[config.mk]
export PLATFORM = sky130hd
export DESIGN_NAME = pipe_stage_reg
export DESIGN_NICKNAME = d
export VERILOG_FILES = /design/src/rtl/pipe_stage_reg.sv
export SDC_FILE = /design/constraint.sdc
export NUM_CORES = 1
export LEC_CHECK = 0
export ABC_AREA = 1
export ABC_CLOCK_PERIOD_IN_PS = 6500
export CORE_MARGIN = 2
export CORE_UTILIZATION = 48
export CTS_CLUSTER_DIAMETER = 100
export DETAILED_ROUTE_END_ITERATION = 8
export PLACE_DENSITY = 0.95
export SETUP_SLACK_MARGIN = 0.15
export SYNTH_ARGS = -nofsm -noshare
export SYNTH_HDL_FRONTEND = slang
export SYNTH_SLANG_ARGS = --single-unit
[constraint.sdc]
create_clock -name Clk -period 6.5 [get_ports Clk]
set_input_delay 1.95 -clock Clk [delete_from_list [all_inputs] [get_ports Clk]]
set_output_delay 1.95 -clock Clk [all_outputs]
set_load 0.01 [all_outputs]
[src/rtl/pipe_stage_reg.sv]
// ============================================================================
// Module   : pipe_stage_reg
// Brief    : One-deep valid/ready pipeline register with stall, flush and a
//            bubble counter. Define PIPE_STAGE_SKID_EN for a one-entry skid
//            buffer with a registered in_ready.
// Revision : 1.0 - initial release
// ============================================================================
`default_nettype none

module pipe_stage_reg #(
  parameter int               WIDTH  = 64,
  parameter logic [WIDTH-1:0] BUBBLE = {WIDTH{1'b0}},
  parameter int               CNT_W  = 16
) (
  input  logic             Clk,
  input  logic             Reset,
  input  logic             in_valid,
  output logic             in_ready,
  input  logic [WIDTH-1:0] in_data,
  input  logic             stall,
  input  logic             flush,
  output logic             out_valid,
  input  logic             out_ready,
  output logic [WIDTH-1:0] out_data,
  output logic [CNT_W-1:0] bubble_cnt
);

  logic             w_accept;
  logic             w_consume;
  logic             w_out_valid;
  logic [WIDTH-1:0] r_data;
  logic [CNT_W-1:0] r_bubble_cnt;

  assign w_accept  = in_valid & in_ready;
  assign w_consume = w_out_valid & out_ready;

`ifdef PIPE_STAGE_SKID_EN

  typedef enum logic [1:0] {
    S_EMPTY = 2'd0,
    S_FULL  = 2'd1,
    S_SKID  = 2'd2
  } state_t;

  state_t           r_state;
  state_t           w_state_nxt;
  logic             r_in_ready;
  logic [WIDTH-1:0] r_skid;

  always_ff @(posedge Clk or posedge Reset) begin
    if (Reset) r_state <= S_EMPTY;
    else       r_state <= w_state_nxt;
  end

  always_comb begin
    w_state_nxt = r_state;
    if (flush) begin
      w_state_nxt = S_EMPTY;
    end else begin
      case (r_state)
        S_EMPTY: if (w_accept) w_state_nxt = S_FULL;
        S_FULL: begin
          if (w_accept && !w_consume)      w_state_nxt = S_SKID;
          else if (!w_accept && w_consume) w_state_nxt = S_EMPTY;
        end
        S_SKID:  if (w_consume) w_state_nxt = S_FULL;
        default: w_state_nxt = S_EMPTY;
      endcase
    end
  end

  // Ready is a pure register so out_ready never reaches in_ready combinationally;
  // the reset value of 1 lets the first edge after reset accept.
  always_ff @(posedge Clk or posedge Reset) begin
    if (Reset) r_in_ready <= 1'b1;
    else       r_in_ready <= (w_state_nxt != S_SKID) & ~stall & ~flush;
  end

  always_ff @(posedge Clk or posedge Reset) begin
    if (Reset) begin
      r_data <= BUBBLE;
      r_skid <= BUBBLE;
    end else if (flush) begin
      r_data <= BUBBLE;
      r_skid <= BUBBLE;
    end else begin
      case (r_state)
        S_EMPTY: if (w_accept) r_data <= in_data;
        S_FULL: begin
          if (w_accept && w_consume) r_data <= in_data;
          else if (w_accept)         r_skid <= in_data;
          else if (w_consume)        r_data <= BUBBLE;
        end
        S_SKID: begin
          if (w_consume) begin
            r_data <= r_skid;
            r_skid <= BUBBLE;
          end
        end
        default: r_data <= BUBBLE;
      endcase
    end
  end

  assign w_out_valid = (r_state != S_EMPTY);
  assign in_ready    = r_in_ready & ~Reset;

`else

  logic r_valid;

  always_ff @(posedge Clk or posedge Reset) begin
    if (Reset) begin
      r_valid <= 1'b0;
      r_data  <= BUBBLE;
    end else if (flush) begin
      r_valid <= 1'b0;
      r_data  <= BUBBLE;
    end else if (w_accept) begin
      r_valid <= 1'b1;
      r_data  <= in_data;
    end else if (w_consume) begin
      r_valid <= 1'b0;
      r_data  <= BUBBLE;
    end
  end

  assign w_out_valid = r_valid;
  assign in_ready    = ~Reset & ~stall & ~flush & (~r_valid | out_ready);

`endif

  // Counts on the pre-update valid, wrapping freely.
  always_ff @(posedge Clk or posedge Reset) begin
    if (Reset)             r_bubble_cnt <= '0;
    else if (!w_out_valid) r_bubble_cnt <= r_bubble_cnt + CNT_W'(1);
  end

  assign out_valid  = w_out_valid;
  assign out_data   = r_data;
  assign bubble_cnt = r_bubble_cnt;

endmodule

`default_nettype wire
Yosys cells after proc, flatten, opt, wreduce, memory -nomap -nowiden
Index checks and enable logic that the tools add are counted.
- register bits: 81
- $add $sub $neg: 1
- multiplexer cells: 6
- bitwise logic cells: 10
- reductions and logical operators: 1
- operators by type and width (operator ; count):
    $mux W64 ; 3
    $add A16 B1 Y16 const B ; 1
    $and A1 B1 Y1 ; 5
    $not A1 Y1 ; 4
    $mux W1 ; 3
    $reduce_bool A3 Y1 ; 1
    $or A1 B1 Y1 ; 1

Depth between registers and ports, before layout
- depth in word-level cells: 7
- depth in mapped cells: 9
- depth with buffers taken out: 7

Worst setup path after synthesis
OpenSTA, ideal clock, no wires.
- kind: input -> register
- start point: in Reset
- end point: reg r_data[10] (netlist: out_data[10])
- data arrival time: 4.413 ns
- data required time: 6.383 ns
- slack: 1.971 ns
- stages: 6
- buffers on the path: 2
- cell sequence: inv_1 > nand4_2 > buf_8 > buf_12 > nand3_2 > nand2_1
- cells in the longest elaborated chain, start to end: 7
- RTL lines (item ; RTL line ; text):
    start: declaration ; 16 ; input logic Reset,
    $not A1 Y1 (*) ; 129 ; assign in_ready = ~Reset & ~stall & ~flush & (~r_valid | out_ready);
    $and A1 B1 Y1 (*) (3 in a row) ; 129 ;
    $and A1 B1 Y1 (*) ; 34 ; assign w_accept = in_valid & in_ready;
    $mux W64 ; 119 ; end else if (w_accept) begin
    $mux W64 ; 116 ; end else if (flush) begin
    end signal: assignment ; 121 ; r_data <= in_data;
    end: declaration ; 31 ; logic [WIDTH-1:0] r_data;
Mark *: on every way between the ends. The rest lies on a longest branch, timed or not.
A chain may end at the register's enable or synchronous reset.

Worst setup path in the final report
- start point: in flush
- end point: out in_ready
- cells in the longest elaborated chain, start to end: 3
- RTL lines (item ; RTL line ; text):
    start: declaration ; 21 ; input logic flush,
    $not A1 Y1 ; 129 ;
    $and A1 B1 Y1 (2 in a row) ; 129 ;
    end: declaration ; 18 ; output logic in_ready,
Every way passes these cells.

==> impl_metrics.toml <==
[cells_and_area]
fill_cells = 641
multi_input_area_sq_um = 1779
areaGrowthSynthToFinish_pct = 39.38
nets = 597
area.sequential_sq_um = 2027
drive_gt1_share_pct = 23.63
antenna-diode-count = 0

[clock_network]
clk_latency_ns = 0.33
cts_buffer_depth = 2
cts_buffers = 9
cts_root_buf = "clkbuf_8"
clkTransAtPathRegs_ns = 0.07
ctsHtreeMaxLevel = 3
cts_tree = "built"
cts_sinks = 81
cts_resized = 0
postCtsSetupRepairBufs = 0
cts-hold-fix-buffers = 0

[setup_path]
r2r_cells = 6
critical_path_class = "primary input to output port"
slowest_delay_ns = 0.54
startpoint_type = "primary input"
crit_chain = "clkdlybuf4s50_1, nor2_1, nand2_1, nor2_4, clkdlybuf4s50_1"
arrival_ns = 3.46
critical-path-slowest-cell = "clkdlybuf4s50_1"
crit_top_cell = "clkdlybuf4s50_1"
rrSetupSlack_ns = 4.17
cp-end-kind = "output port"
r2r_start = "out_valid$_DFFE_PP0P_"
cp_max_fo = 3
timing.rr.end = "out_data[59]$_DFFE_PP0P_"
cp.required_ns = 4.55

[sta]
tightestPinTransition_ns = 1.011
rsz0062_at_grt = "no"
min_period_ns = 5.411
whs_ns = 0.4974
hold_violations = 0
finalCritPeriodShare_pct = 83.25
timing.fmax_mhz = 184.8
drv_slew = 0
setup_tns_ns = 0
final-setup-viol-count = 0
relSlewSlack_pct = 32.58
skew_ns = 0.01337

[hold_path]
min_from = "out_data[60]$_DFFE_PP0P_"
hold_end = "out_data[60]$_DFFE_PP0P_"
hold_depth = 2
worstHoldPathType = "flop to flop"

[detailed_routing]
drt_iter0_markers = 131
firstDrtPassIters = 4
route.detailed.drc = 0
vias_per_cell = 5.226
postRouteAntennaNets = 0
routed_wl_microns = 10440
routed-via-count = 3313
avgRoutedWirePerCell_microns = 16.46

[grt]
first_global_vias = 3418
antenna_found_initial = 0
overflow = 0
grt_max_degree = 82
grt_pass1_wl_microns = 16660
grt_use_total_pct = 23.33

[power_and_ir_drop]
fin_total_pwr_mw = 1.225
p_leak_nw = 2.531
p_per_area_nw_per_um2 = 214.4
peakVddDrop_mv = 0.1219

[logic_synthesis]
ys_seq_area_share_pct = 49.45
synth_warnings = 0
yosysTopAreaCell = "dfrtp_1"
avgSynthCellArea_sq_um = 10.56
synth_top_area_share_pct = 49.45
synth_cells = 388
ys_ff_latch = 81
synth_cell_types = 26
ys_top_cells_by_area = "dfrtp_1, nand3_2, nand2_1"
netlist_area_sq_um = 4099
synth_fp_nets = 459

[status]
outcome = "finished, final reports clean"

[floorplan]
die_w_microns = 96.41
start_util_pct = 49.64
core_area_sq_um = 8258
io_pins = 152
die_y_microns = 96.41
die_area_sq_um = 9295
num_rows = 33

[placement]
hpwl_microns = 7002
place_congestion = 0.8071
io_buffers = 151

[flow_run]
drv_cap = 0
-- cells in the final DEF, fill, tap and decap left out, types with 2 or more instances in the layout --
cell             count
nand3_2             99
inv_1               10
clkinv_2             2
nand4_1              6
dfrtp_1             81
o21ai_1              3
nand2_1             93
buf_4                5
clkdlybuf4s50_1    150
nand3_1             34
xor2_1               4
nor2_1              14
clkbuf_8            10
xnor2_1              4
-- cell usage after synthesis --
| library cell | instances |
|---|---|
| nand3_2 | 99 |
| nand2_1 | 93 |
| dfrtp_1 | 81 |
| nand3_1 | 34 |
| nor2_1 | 14 |
| buf_2 | 13 |
| inv_1 | 11 |
| buf_6 | 6 |
| nand4_1 | 6 |
| buf_12 | 5 |
| xnor2_1 | 4 |
| xor2_1 | 4 |
| o21ai_1 | 3 |
| clkbuf_1 | 2 |
| nor2_2 | 2 |
| a21oi_1 | 1 |
| a21oi_2 | 1 |
| buf_4 | 1 |
| buf_8 | 1 |
| ha_1 | 1 |
| inv_2 | 1 |
| inv_4 | 1 |
| nand3b_1 | 1 |
| nand4_2 | 1 |
| nor3_1 | 1 |
| or2_4 | 1 |
-- flip-flops by register name, indices dropped and copies added, names as in the netlist --
name and flops:
out_valid 1, bubble_cnt 16, out_data 64
-- layer usage --
layer,vias to the layer above,global-route usage [%],wire length [microns]
li1,1561,-,-
met1,1629,28.32,4174
met2,113,40.28,5330
met3,10,5.508,762
met4,0,9.038,168
met5,-,0,0
-- worst max path at each step --
| stage | start | to | slack (ns) |
|---|---|---|---|
| 6_report | flush | in_ready | 1.09 |
| 5_1_grt | flush | in_ready | 1.06 |
| 3_5_place_dp | flush | in_ready | 1.09 |
| 4_1_cts | flush | in_ready | 1.09 |
| 2_1_floorplan | Reset | out_data[10]$_DFFE_PP0P_ | 1.97 |
| 3_3_place_gp | flush | in_ready | 1.13 |
-- metrics by stage --
step | area (sq um) | util, % | setup WS (ns) | cells
after floorplan | 4099 | - | 1.971 | 388
after global placement | 5529 | 66.95 | 1.135 | 620
after detailed placement | 5529 | 66.95 | 1.091 | 620
after CTS | 5713 | 69.18 | 1.087 | 634
after global routing | 5713 | 69.18 | 1.059 | 634
final | 5713 | 69.18 | 1.089 | 634
-- worst max-delay path, delay by kind of cell --
| kind | cells | cell delay (ns) |
|---|---|---|
| AND/OR/NAND/NOR | 3 | 0.48 |
| buffers and inverters | 2 | 1.03 |
-- report_power, final --
group | switching (mW) | leakage (nW) | internal, mW
registers | 0.0464 | 1.10 | 0.543
logic | 0.138 | 1.34 | 0.143
clock network | 0.171 | 0.0913 | 0.184
-- area by class of cell --
class                      count  area share (%)
sequential                    81           35.48
multi-input combinational    266           31.14
timing repair buffer         155           26.94
clock buffer                  11           2.475
tap                          105           2.300
inverter                      13          0.9198
clock inverter                 3          0.7446
-- kinds of logic after synthesis --
family                     Yosys count  synth area share, %
adders and majority gates            1               0.3052
buffers and inverters               41                7.662
and+or+nand+nor                    252                40.17
DFF                                 81                49.45
xor gates and xnor gates             8                1.709
AOI/OAI and AO/OA                    5               0.7019
Note: power is estimated with default switching activity, not from simulation.
